$ cat config.mk
export PLATFORM = sky130hd
export DESIGN_NAME = pwm_deadtime
export DESIGN_NICKNAME = d
export VERILOG_FILES = /design/src/rtl/pwm_deadtime.sv
export SDC_FILE = /design/constraint.sdc
export NUM_CORES = 1
export LEC_CHECK = 0
export CAP_MARGIN = 20
export CELL_PAD_IN_SITES_DETAIL_PLACEMENT = 1
export CELL_PAD_IN_SITES_GLOBAL_PLACEMENT = 2
export CORE_UTILIZATION = 34
export CTS_CLUSTER_DIAMETER = 30
export DETAILED_ROUTE_END_ITERATION = 8
export GPL_TIMING_DRIVEN = 0
export PLACE_DENSITY = 0.77
export SLEW_MARGIN = 25
export SYNTH_ARGS = -nofsm -noshare
export SYNTH_HDL_FRONTEND = slang
export SYNTH_SLANG_ARGS = --single-unit
$ cat constraint.sdc
create_clock -name clk -period 2.4 [get_ports clk]
set_clock_uncertainty 0.2 [all_clocks]
set_input_delay 0.48 -clock clk [delete_from_list [all_inputs] [get_ports clk]]
set_output_delay 0.48 -clock clk [all_outputs]
set_load 0.03 [all_outputs]
$ cat src/rtl/pwm_deadtime.sv
// Dead-time insertion for a single PWM command: drives a complementary hi/lo
// gate pair through timed dead states, with a latched fault that forces both off.
module pwm_deadtime #(
  parameter int DEAD_CYCLES = 4,
  parameter int TW          = 8
) (
  input  logic clk,
  input  logic rst_n,
  input  logic en,
  input  logic pwm_in,
  input  logic fault,
  input  logic fault_clr,
  output logic hi,
  output logic lo,
  output logic dead,
  output logic fault_latched
);

  typedef enum logic [2:0] {
    S_IDLE,
    S_LO_ON,
    S_DEAD_TO_HI,
    S_HI_ON,
    S_DEAD_TO_LO,
    S_FAULT
  } state_e;

  localparam logic [TW-1:0] T_LAST = TW'(DEAD_CYCLES - 1);
  localparam logic [TW-1:0] T_MAX  = '1;

  state_e          state_q, state_d;
  logic [TW-1:0]   t_q, t_d;

  always_ff @(posedge clk or negedge rst_n) begin
    if (!rst_n) begin
      state_q <= S_IDLE;
      t_q     <= '0;
    end else begin
      state_q <= state_d;
      t_q     <= t_d;
    end
  end

  // Fault dominates everything, then enable, then the per-state hand-over rules.
  always_comb begin
    state_d = state_q;
    if (fault) begin
      state_d = S_FAULT;
    end else if (!en && state_q != S_FAULT) begin
      state_d = S_IDLE;
    end else begin
      unique case (state_q)
        S_IDLE:       state_d = S_DEAD_TO_LO;
        S_DEAD_TO_LO: begin
          if (pwm_in)              state_d = S_DEAD_TO_HI;
          else if (t_q == T_LAST)  state_d = S_LO_ON;
        end
        S_LO_ON:      if (pwm_in)  state_d = S_DEAD_TO_HI;
        S_DEAD_TO_HI: begin
          if (!pwm_in)             state_d = S_DEAD_TO_LO;
          else if (t_q == T_LAST)  state_d = S_HI_ON;
        end
        S_HI_ON:      if (!pwm_in) state_d = S_DEAD_TO_LO;
        S_FAULT:      if (fault_clr) state_d = S_IDLE;
        default:      state_d = S_IDLE;
      endcase
    end
  end

  // Timer restarts on every state change so each dead interval is measured afresh.
  always_comb begin
    t_d = t_q;
    if (state_d != state_q)  t_d = '0;
    else if (t_q != T_MAX)   t_d = t_q + 1'b1;
  end

  assign hi            = (state_q == S_HI_ON);
  assign lo            = (state_q == S_LO_ON);
  assign dead          = (state_q == S_DEAD_TO_HI) || (state_q == S_DEAD_TO_LO);
  assign fault_latched = (state_q == S_FAULT);

endmodule

-- Yosys cells after proc, flatten, opt, wreduce, memory -nomap -nowiden
Cells that the tools add are included.
- bits in registers: 11
- word-level logic and storage cells: 29
- input bits: 6
- output and inout port bits: 4
- reduce and logical (&&, ||, !) cells: 5
- $add $sub $neg: 1
- mux-type cells: 12
- equality and inequality tests: 9
- operator list (cell ; count):
    $mux 3 ; 9
    $pmux 3 s6 ; 1
    $mux 8 ; 2
    $add 8x1->8 const B ; 1
    $eq 8x2->1 const B ; 1
    $ne 8x8->1 const B ; 1
    $eq 3x2->1 const B ; 2
    $eq 3x3->1 const B ; 2
    $eq 3x1->1 const B ; 1
    $logic_not 3->1 ; 1
    $ne 3x3->1 ; 1
    $ne 3x3->1 const B ; 1
    $reduce_bool 2->1 ; 1
    $logic_and 1x1->1 ; 1
    $logic_not 1->1 ; 1
    $logic_or 1x1->1 ; 1

-- Logic depth before layout (Yosys ltp)
Gate-level depths: netlist of run 1.
- depth in word-level cells: 8
- gate-level depth with buffers: 7
- mapped depth without buffers: 6

-- Worst setup path before layout of run 1
Ideal clock, no wire load.
- path kind: register to register
- start point: reg t_q[0]
- end point: reg t_q[2]
- buffers on the path: 0
- setup time: 0.155 ns
- stages on the path, launching flop included: 7
- clock period less this slack: 1.977 ns
- required time: 2.045 ns
- arrival: 1.622 ns
- setup slack: 0.423 ns
- cell sequence: dfrtp_1 -> ha_1 -> nor4b_2 -> nand2_1 -> o211a_1 -> o41ai_4 -> a2111oi_2
- longest elaborated chain between the ends: 8
- elaborated cells on any way between the ends: 14
- those cells by class: add/sub: 1; eq/ne: 3; mux: 9; reduce/logical: 1
- RTL lines (item ; RTL line ; source):
    from (decl) ; 32 ; logic [TW-1:0] t_q, t_d;
    from (signal assigned) ; 40 ; t_q <= t_d;
    $eq 8x2->1 ; 56, 61 ;
    $mux 3, on equally long branches ; 61, 56 ;
    $mux 3, on equally long branches ; 60, 55 ;
    $pmux 3 s6 ; 52 ; unique case (state_q)
    $mux 3 ; 49 ; end else if (!en && state_q != S_FAULT) begin
    $mux 3 ; 47 ; if (fault) begin
    $ne 3x3->1 ; 73 ; if (state_d != state_q) t_d = '0;
    $mux 8 / $reduce_bool 2->1 (equally long branches) ; -- ;
Parallel ways exist; a longest one is shown, timed or not. The select of a mux whose other input is x is not followed.
A chain may end at the register's enable or synchronous reset.

-- Worst setup path after layout of run 1
- start point: in fault
- end point: reg t_q[2]
- longest elaborated chain between the ends: 3
- elaborated cells on any way between the ends: 4
- those cells by class: eq/ne: 1; mux: 2; reduce/logical: 1
- RTL lines (item ; RTL line ; source):
    from (decl) ; 11 ; input logic fault,
    $mux 3 * ; 47 ;
    $ne 3x3->1 * ; 73 ;
    $mux 8 / $reduce_bool 2->1 (equally long branches) ; -- ;
Mark *: on every way between the ends. The rest lies on a longest branch, timed or not.

==> results of run 1 <==
==> timing repair <==
item | in CTS | in global routing
pin swaps | 0 | 1
buffers inserted | 0 | 2
setup endpoints to repair | 12 | 9
resized for setup | 5 | 4
==> cell type report <==
class,instances,area share
Multi-Input combinational cell,74,0.520
Clock buffer,4,0.0241
Sequential cell,11,0.253
Timing Repair Buffer,11,0.113
Inverter,4,0.0138
Tap cell,30,0.0344
Buffer,6,0.0425
==> power by group <==
part | switching, mW | internal [mW]
combinational | 0.123 | 0.0982
clock | 0.0655 | 0.0646
sequential | 0.0130 | 0.198
==> cell families after synthesis <==
family          synth area share
fa+ha+maj                 0.0139
mux                       0.0374
xor+xnor                  0.0485
simple gates               0.298
compound gates             0.221
flops                      0.305
buf+inv                   0.0763
==> worst max-delay path, stage by stage <==
cell             delay [ns]
clkdlybuf4s50_1        0.47
clkbuf_2               0.24
a21oi_1                0.06
o221ai_1               0.33
o41ai_4                0.15
buf_6                  0.17
a2111oi_2              0.31
==> routing by layer <==
layer  wire (um)  track usage
met3          64       0.0259
met4          40       0.0789
met5           0            0
met1         907        0.210
met2        1060        0.300
==> worst paths after layout <==
| kind | to | slack, ns | depth (start not counted) |
|---|---|---|---|
| worst max register to register | t_q[2]$_DFFE_PN0P_ | 0.21 | 7 |
| max in group asynchronous | t_q[3]$_DFFE_PN0P_ | 1.33 | 1 |
| worst min-delay path | t_q[6]$_DFFE_PN0P_ | 0.33 | 1 |
| worst max-delay path | t_q[2]$_DFFE_PN0P_ | 0.16 | 7 |
| worst min register to register | t_q[6]$_DFFE_PN0P_ | 0.40 | 2 |
| min in group clk | state_q[1]$_DFF_PN0_ | 0.39 | 3 |
==> registers in the layout, indices dropped and copies added, names as in the netlist <==
signal,count
state_q,3
t_q,8
==> Yosys cell counts, drive strengths merged <==
cell type,instances
o41ai,1
nor3b,1
a21o,1
mux2i,3
nand2b,2
and4bb,1
nor3,8
xor2,1
nor2,9
and4,1
a32oi,1
or2b,1
nor4b,2
a41oi,1
o21ai,4
clkbuf,1
a22oi,1
dlymetal6s2s,1
xnor2,4
o211ai,2
ha,1
and2b,1
o31ai,1
nor4,1
buf,4
nand2,8
dfrtp,11
nor4bb,1
nand3,1
o211a,1
a21oi,5
o221ai,1
and3,3
a2111oi,2
nand4,2
inv,4
and2,2
==> metrics by stage <==
| stage | total power, mW | utilization | hold slack, ns |
|---|---|---|---|
| after floorplan | 0.355 | - | -0.0156 |
| after global placement | 0.412 | 0.412 | 0.390 |
| after detailed placement | 0.414 | 0.412 | 0.402 |
| after CTS | 0.547 | 0.424 | 0.356 |
| after global routing | 0.596 | 0.436 | 0.379 |
| final | 0.563 | 0.436 | 0.333 |
==> results by group, run 1 <==
Global routing
  • GRT Total Usage: 0.174
  • Global route overflow: 0
  • Initial antenna violation count: 0
  • Vias in the first global route: 754
  • Largest net degree at the start of global routing: 12
  • Global-route wire length before repair: 3520 um

Clock tree
  • Worst-Skew Late Latency: 0.28 ns
  • CTS Hold Bufs: 0
  • CTS H-tree depth: 1
  • Root Driver: clkbuf_4
  • Clock-pin slew of the registers on the worst-case setup and hold paths: 0.07 ns
  • CTS Buffer Depth: 2
  • # clock sinks: 11
  • Num CTS Buffers: 3
  • CTS tree: yes

Routing
  • Via count: 774
  • Final WL: 2070 um
  • DR pass1 iterations: 4
  • Post-DRT Antenna Nets: 0
  • Routed wire per std cell: 14.8 um
  • DRC Markers: 0
  • Via density: 5.53
  • DR iter-0 viols: 8

Place
  • Routability Congestion: 0.756
  • I/O Buffers: 9
  • Inst Count DP: 134
  • DP Area: 1030 um2
  • Post-DP HPWL: 1540 um
  • Place WS: -0.413 ns

Floorplanning
  • Starting Density: 0.361
  • Core Region: approximately 2500 um2
  • Std cell rows: 18
  • Chip Width: 53.5 um
  • Number of I/O pins: 10
  • Total die area: 2860 um2
  • Die height: 53.5 um

Setup path
  • WS Path Type: in -> reg
  • CP arrival: 2.21 ns
  • CP Capture Type: flop
  • CP Launch Point: fault
  • Worst Path Required: 2.38 ns
  • Crit start category: input pin
  • Reg2reg start: t_q[0]$_DFFE_PN0P_
  • Worst-path fanout max: 10

Final layout
  • Commonest non-fill, non-tap cells in the layout: dfrtp_1 (11), nor2_1 (9), nand2_1 (8), nor3_1 (8), a21oi_1 (5)
  • Most common library cell in the layout ignoring fill and taps: dfrtp_1
  • NumNets Final: 118
  • Synth-to-layout area growth: 20.8%
  • Area of the multi-input gates: 567 um2
  • Share of layout cells above drive strength 1: 0.227
  • Post-route cell area: ~1100 um2
  • Fin cells: 140
  • Register Area: approximately 280 um2
  • N_diodes: 0
  • Fillers: about 300

Timing
  • Worst slew pin tran: 0.500 ns
  • Max Clock Freq: 447 MHz
  • Final setup vio count: 0
  • Max Slew Vio Count: 0
  • RSZ-0062 raised after global routing: false
  • Setup_tns: 0 ns
  • Final Hold Fails: 0
  • Final worst slack: ~0.16 ns
  • Final period util: 0.932
  • Tmin final: 2.24 ns
  • Max-slew headroom: 0.665

Synthesis
  • Seq/Total Area, Yosys: 0.305
  • Yosys warning total: 0
  • Share of the synthesized area in the top cell type: 0.305
  • Synthesized net count: 102
  • Post-synthesis cell type count: 40
  • Cell area after synthesis: ~900 um2
  • Synth Area per Inst: 9.50 um2
  • Cell count after synthesis: 95
  • Area contributors post-synth: dfrtp_1 (31%), nor3_1 (4.4%), xnor2_1 (3.9%)
  • Flop and latch count out of synthesis: 11
  • Post-synth top area cell: dfrtp_1

Outcome
  • Status: complete, no violations

Min path
  • HP Class: in -> async

Power and ir drop
  • Leakage: 0.467 nW
  • Max IR drop VDD: 0.326 mV
  • PwrDens: roughly 520 nW/um2

Job
  • Maxcap violations: 0
Power figures use the tool's default switching activity.
==> run 2, diff against run 1 <==
Settings changed: CAP_MARGIN 20 to 15.
Clock period 2.4 ns to 2.3 ns, I/O delays scaled along.
==> run 2 against run 1 <==
First-iteration DRC count decreased by 25%. Setup slack got worse by 0.087 ns. Die area unchanged. Combinational power increased by 9.9%. Routed wire length increased by 4.1%. Clock-buffer cell count unchanged. Non-clock buffer count increased by 3. Highest routed layer unchanged.
==> results by group, run 2 (synthesis results as in run 1) <==
Outcome
  • Status: complete, no violations (unchanged)

Setup path
  • Crit start category: input pin (unchanged)
  • WS Path Type: in -> reg (unchanged)
  • CP Capture Type: flop (unchanged)
  • Slowest stage delay, CP: 0.41 ns (was 0.47 ns)
  • CP arrival: 2.20 ns (was 2.21 ns)
  • Worst-path fanout max: 7 (was 10)
  • Worst Path Required: 2.27 ns (was 2.38 ns)
  • CP cell instances: clkdlybuf4s50_1 > dlymetal6s2s_1 > buf_4 > o221ai_1 > o41ai_4 > buf_6 > a2111oi_2 (was clkdlybuf4s50_1 > clkbuf_2 > a21oi_1 > o221ai_1 > o41ai_4 > buf_6 > a2111oi_2)
  • CP max stage cell: clkdlybuf4s50_1 (unchanged)

Timing
  • Final setup vio count: 0 (unchanged)
  • Tmin final: roughly 2.2 ns
  • RSZ-0062 raised after global routing: true (was false)
  • Final worst slack: 0.0767 ns (was 0.164 ns)
  • Final Hold Fails: 0 (unchanged)
  • Hold WS: 0.310 ns (was 0.333 ns)
  • Max Clock Freq: ~450 MHz
  • Max Slew Vio Count: 0 (unchanged)
  • Worst slew pin tran: 0.489 ns (was 0.500 ns)
  • Max-slew headroom: 0.673 (was 0.665)
  • Final period util: 0.967

Final layout
  • Synth-to-layout area growth: 24.5% (was 20.8%)
  • Fin cells: 143 (was 140)
  • Commonest non-fill, non-tap cells in the layout: dfrtp_1 (11), nor2_1 (9), nand2_1 (8), nor3_1 (8) (was dfrtp_1 (11), nor2_1 (9), nand2_1 (8), nor3_1 (8), a21oi_1 (5))
  • Share of layout cells above drive strength 1: 0.248 (was 0.227)
  • Largest Register: t_q (unchanged)
  • Max FFs per register: 8 (unchanged)
  • Most common library cell in the layout ignoring fill and taps: dfrtp_1 (unchanged)
  • NumNets Final: 121 (was 118)
  • Largest regs: t_q: 8 flops, state_q: 3 flops (unchanged)
  • N_diodes: 0 (unchanged)

Power and ir drop
  • Max IR drop VDD: 0.347 mV (was 0.326 mV)
  • PwrDens: 532 nW/um2 (was 516 nW/um2)
  • Leakage: 0.467 nW (about the same)

Job
  • Maxcap violations: 0 (unchanged)

Clock tree
  • # clock sinks: 11 (unchanged)
  • Worst-Skew Late Latency: 0.28 ns (about the same)
  • CTS Buffer Depth: 2 (unchanged)
  • CTS H-tree depth: 1 (unchanged)
  • Root Driver: clkbuf_4 (unchanged)
  • Clock-pin slew of the registers on the worst-case setup and hold paths: 0.07 ns (about the same)
  • Num CTS Buffers: 3 (unchanged)
  • CTS tree: yes (unchanged)
  • CTS Hold Bufs: 0 (unchanged)

Global routing
  • Global route overflow: 0 (unchanged)
  • GRT Total Usage: 0.181 (was 0.174)
  • Vias in the first global route: 787 (was 754)
  • Global-route wire length before repair: 3660 um (was 3520 um)
  • Initial antenna violation count: 0 (unchanged)
  • Largest net degree at the start of global routing: 12 (unchanged)

Floorplanning
  • Total die area: 2860 um2 (unchanged)
  • Starting Density: 0.361 (unchanged)
  • Std cell rows: 18 (unchanged)
  • Die height: 53.5 um (unchanged)
  • Chip Width: 53.5 um (unchanged)
  • Number of I/O pins: 10 (unchanged)
  • Core Region: 2500 um2 (unchanged)

Routing
  • Routed wire per std cell: 15.1 um (was 14.8 um)
  • DRC Markers: 0 (unchanged)
  • DR pass1 iterations: 4 (unchanged)
  • Post-DRT Antenna Nets: 0 (unchanged)
  • Final WL: 2160 um (was 2070 um)
  • Via density: 5.50 (was 5.53)
  • DR iter-0 viols: 6 (was 8)
  • Via count: 786 (was 774)

Min path
  • HP Class: in -> async (unchanged)

Place
  • Routability Congestion: 0.756 (unchanged)
  • Inst Count DP: 134 (unchanged)
  • Place WS: -0.493 ns (was -0.413 ns)
  • I/O Buffers: 9 (unchanged)
  • Post-DP HPWL: 1540 um (unchanged)
-- run 2: critical path, delay by kind of cell --
kind | cells | cell delay, ns
buffers and inverters | 4 | 0.96
AOI/OAI and AO/OA | 3 | 0.78
-- run 2: worst paths after layout --
kind	cells after the start	endpoint	start	slack [ns]
max	7	t_q[2]$_DFFE_PN0P_	fault	0.08
min	1	t_q[6]$_DFFE_PN0P_	rst_n	0.31
max reg2reg	7	t_q[2]$_DFFE_PN0P_	t_q[0]$_DFFE_PN0P_	0.16
min reg2reg	2	t_q[6]$_DFFE_PN0P_	t_q[6]$_DFFE_PN0P_	0.42
max in group asynchronous	1	state_q[2]$_DFF_PN0_	rst_n	1.26
min in group clk	2	t_q[6]$_DFFE_PN0P_	t_q[6]$_DFFE_PN0P_	0.42
-- run 2: area by class of cell --
class / count / area [um2]
fillers: 303 / 1380
multi-input cells: 74 / 578
flip-flops and latches: 11 / 275
repair buffers: 14 / 138
plain buffers: 6 / 53.8
well taps: 30 / 37.5
clock buffers: 4 / 26.3
inverters: 4 / 15.0
-- run 2: stage by stage --
| stage | utilization | total power [mW] | instance area, um2 | setup TNS [ns] |
|---|---|---|---|---|
| 6_report | 0.449 | 0.598 | 1120 | 0 |
| 5_1_grt | 0.449 | 0.635 | 1120 | -0.00415 |
| 4_1_cts | 0.437 | 0.590 | 1090 | 0 |
| 3_5_place_dp | 0.412 | 0.433 | 1030 | -3.73 |
| 3_3_place_gp | 0.412 | 0.429 | 1030 | -3.60 |
| 2_1_floorplan | - | 0.370 | 902 | 0 |
-- run 2: per-layer routing --
layer / up-vias / wire [um] / GRT usage / share of wire
met5: - / 0 / 0 / 0
met4: 0 / 34 / 0.0789 / 0.016
met3: 4 / 52 / 0.0259 / 0.024
met2: 10 / 1110 / 0.313 / 0.51
met1: 384 / 964 / 0.221 / 0.45
li1: 388 / - / - / -
-- run 2: repair_timing --
item | 4_1_cts | 5_1_grt
gates resized for setup | 7 | 3
buffers inserted | 3 | 2
pin swaps | 0 | 2
endpoints found under the setup margin | 12 | 8
-- run 2: where the power goes --
group	leakage [nW]	switching [mW]	internal (mW)
Sequential	0.146	0.0135	0.207
Combinational	0.305	0.132	0.111
Clock	0.0150	0.0669	0.0674
==> run 3, diff against run 2 <==
==> constraint.sdc (replaced) <==
create_clock -name clk -period 2.3 [get_ports clk]
set_clock_uncertainty 0.2 [all_clocks]
set_input_delay 0.345 -clock clk [delete_from_list [all_inputs] [get_ports clk]]
set_output_delay 0.345 -clock clk [all_outputs]
set_load 0.03 [all_outputs]
==> run 3 against run 2 <==
Sequential power barely moved. Combinational power shrank 8.6%. Highest routed layer unchanged. Fmax fell by 0.45%. Sequential cell count is the same. Global-route usage shrank 0.71 points. Register-to-register slack worse by 0.02 ns. Critical path depth is 4 lower. Utilization fell by 1.4 points. First-iteration DRC count shrank 33%. Total power shrank 3.3%.
==> results by group, run 3 (synthesis results as in run 1) <==
Timing
  • Hold WS: 0.198 ns (was 0.310 ns)
  • Tmin final: 2.23 ns (was 2.22 ns)
  • Max-slew headroom: 0.665 (was 0.673)
  • Max Clock Freq: 448 MHz (was 450 MHz)
  • Max Slew Vio Count: 0 (unchanged)
  • RSZ-0062 raised after global routing: true (unchanged)
  • Final setup vio count: 0 (unchanged)
  • Final period util: 0.971 (was 0.967)
  • Worst slew pin tran: 0.501 ns (was 0.489 ns)
  • Final Hold Fails: 0 (unchanged)

Floorplanning
  • Total die area: 2860 um2 (unchanged)
  • Die height: 53.5 um (unchanged)
  • Starting Density: 0.361 (unchanged)
  • Number of I/O pins: 10 (unchanged)
  • Std cell rows: 18 (unchanged)
  • Chip Width: 53.5 um (unchanged)
  • Core Region: 2500 um2 (unchanged)

Setup path
  • Reg2reg start: t_q[0]$_DFFE_PN0P_ (unchanged)
  • Worst Path Required: 1.75 ns (was 2.27 ns)
  • CP arrival: 1.69 ns (was 2.20 ns)
  • CP Capture Type: output pin (was flop)
  • R2R depth: 7 (unchanged)
  • R2R Path End: t_q[1]$_DFFE_PN0P_ (was t_q[2]$_DFFE_PN0P_)
  • Worst-path fanout max: 7 (unchanged)
  • Flop2flop setup slack: 0.14 ns (was 0.16 ns)
  • Crit start category: flop (was input pin)
  • WS Path Type: reg -> out (was in -> reg)

Power and ir drop
  • Clk pwr share: 0.235 (was 0.224)
  • Internal: 369 uW (was 385 uW)
  • Max IR drop VDD: 0.342 mV (was 0.347 mV)
  • Sw Pwr: 210 uW (was 213 uW)
  • Switching portion of total power: 0.363 (was 0.356)
  • Leakage: 0.443 nW (was 0.467 nW)
  • PwrDens: 531 nW/um2 (was 532 nW/um2)
  • Combinational group share of total power: 0.385 (was 0.408)
  • Sequential Power Share: 0.380 (was 0.368)

Global routing
  • GRT Total Usage: 0.174 (was 0.181)
  • Initial antenna violation count: 0 (unchanged)
  • Global route overflow: 0 (unchanged)
  • GR Util met1: 0.210 (was 0.221)
  • Met2 Usage GRT: 0.300 (was 0.313)
  • Met3 usage in global routing: 0.0259 (unchanged)
  • GR peak layer: met2 (unchanged)
  • Largest net degree at the start of global routing: 12 (unchanged)
  • Global-route wire length before repair: 3520 um (was 3660 um)
  • Vias in the first global route: 754 (was 787)

Final layout
  • Core Util, Final: 0.435 (was 0.449)
  • Synth-to-layout area growth: 20.7% (was 24.5%)
  • Max FFs per register: 8 (unchanged)
  • N_diodes: 0 (unchanged)
  • Most common library cell in the layout ignoring fill and taps: dfrtp_1 (unchanged)
  • Largest Register: t_q (unchanged)
  • Register Area: 275 um2 (unchanged)
  • Area of the multi-input gates: 581 um2 (was 578 um2)
  • Fillers: 301 (was 303)
  • Fin cells: 140 (was 143)
  • NumNets Final: 118 (was 121)
  • Commonest non-fill, non-tap cells in the layout: dfrtp_1 (11), nor2_1 (9), nor3_1 (8), nand2_1 (7) (was dfrtp_1 (11), nor2_1 (9), nand2_1 (8), nor3_1 (8))
  • Share of layout cells above drive strength 1: 0.245 (was 0.248)
  • Largest regs: t_q: 8 flops, state_q: 3 flops (unchanged)

Routing
  • Post-DRT Antenna Nets: 0 (unchanged)
  • Via count: 777 (was 786)
  • Via density: 5.55 (was 5.50)
  • Final WL: 2080 um (was 2160 um)
  • DR iter-0 viols: 4 (was 6)
  • DR pass1 iterations: 4 (unchanged)
  • Routed wire per std cell: 14.9 um (was 15.1 um)
  • DRC Markers: 0 (unchanged)

Clock tree
  • Num CTS Buffers: 3 (unchanged)
  • CTS H-tree depth: 1 (unchanged)
  • CTS tree: yes (unchanged)
  • Root Driver: clkbuf_4 (unchanged)
  • Worst-Skew Late Latency: 0.28 ns (about the same)
  • # clock sinks: 11 (unchanged)
  • Clock-pin slew of the registers on the worst-case setup and hold paths: 0.07 ns (about the same)
  • CTS Hold Bufs: 0 (unchanged)
  • CTS Buffer Depth: 2 (unchanged)

Min path
  • HP Class: in -> async (unchanged)

Job
  • Maxcap violations: 0 (unchanged)

Place
  • Routability Congestion: 0.756 (unchanged)
  • Post-DP HPWL: 1540 um (unchanged)
  • Inst Count DP: 134 (unchanged)
  • I/O Buffers: 9 (unchanged)

Outcome
  • Status: complete, no violations (unchanged)
-- run 3: cell types whose count changed in the layout (fill, tap and decap cells not counted) --
cell / delta
buf_4: -2
dlygate4sd2_1: -2
buf_12: -1
nand2_2: +1
clkbuf_2: +1
clkdlybuf4s50_1: +1
nand2_1: -1
-- run 3: routing by layer --
metal / share of wire / vias to the layer above
met2: 0.52 / 11
met3: 0.025 / 5
li1: - / 380
met5: 0 / -
met1: 0.44 / 381
met4: 0.019 / 0
-- run 3: through the flow --
stage / setup WS (ns) / cell area (um2) / TNS, ns / power, mW
global route: -0.00634 / 1090 / -0.00634 / 0.614
finish: 0.0666 / 1090 / 0 / 0.578
global placement: -0.356 / 1030 / -2.68 / 0.429
floorplan: 0.323 / 902 / 0 / 0.370
detailed placement: -0.378 / 1030 / -2.81 / 0.433
CTS: 0.0137 / 1060 / 0 / 0.570
-- run 3: critical path, stage by stage, from the launching register on --
cell and delay (ns):
dfrtp_1 0.41, inv_2 0.17, and3_1 0.17, clkdlybuf4s50_1 0.66
-- run 3: layout make-up --
| type | instances | area share |
|---|---|---|
| sequential | 11 | 0.253 |
| clock buffer | 4 | 0.0241 |
| tap | 30 | 0.0345 |
| multi-input combinational | 74 | 0.533 |
| buffer | 6 | 0.0425 |
| inverter | 4 | 0.0138 |
| timing repair buffer | 11 | 0.0989 |
-- run 3: worst max path at each step --
stage	startpoint	end	slack [ns]	cells past startpoint
global route	state_q[2]$_DFF_PN0_	hi	-0.006	3
finish	state_q[2]$_DFF_PN0_	hi	0.07	3
global placement	pwm_in	t_q[3]$_DFFE_PN0P_	-0.36	6
detailed placement	pwm_in	t_q[3]$_DFFE_PN0P_	-0.38	6
floorplan	t_q[0]$_DFFE_PN0P_	t_q[2]$_DFFE_PN0P_	0.32	6
CTS	t_q[0]$_DFFE_PN0P_	t_q[3]$_DFFE_PN0P_	0.01	6
-- run 3: power groups by stage --
stage                     Clock [mW]  Combinational (mW)  Sequential, mW
after floorplan                    0               0.150           0.220
after global placement             0               0.206           0.223
after detailed placement           0               0.209           0.224
after CTS                      0.139               0.211           0.220
after global routing           0.146               0.247           0.221
final                          0.136               0.223           0.220
-- run 3: what timing repair did --
| action | in CTS | in global routing |
|---|---|---|
| gates resized for setup | 5 | 6 |
| pin swaps | 0 | 2 |
| endpoints found under the setup margin | 11 | 8 |
| endpoints found under the hold margin | 0 | 0 |
| buffers inserted | 0 | 2 |
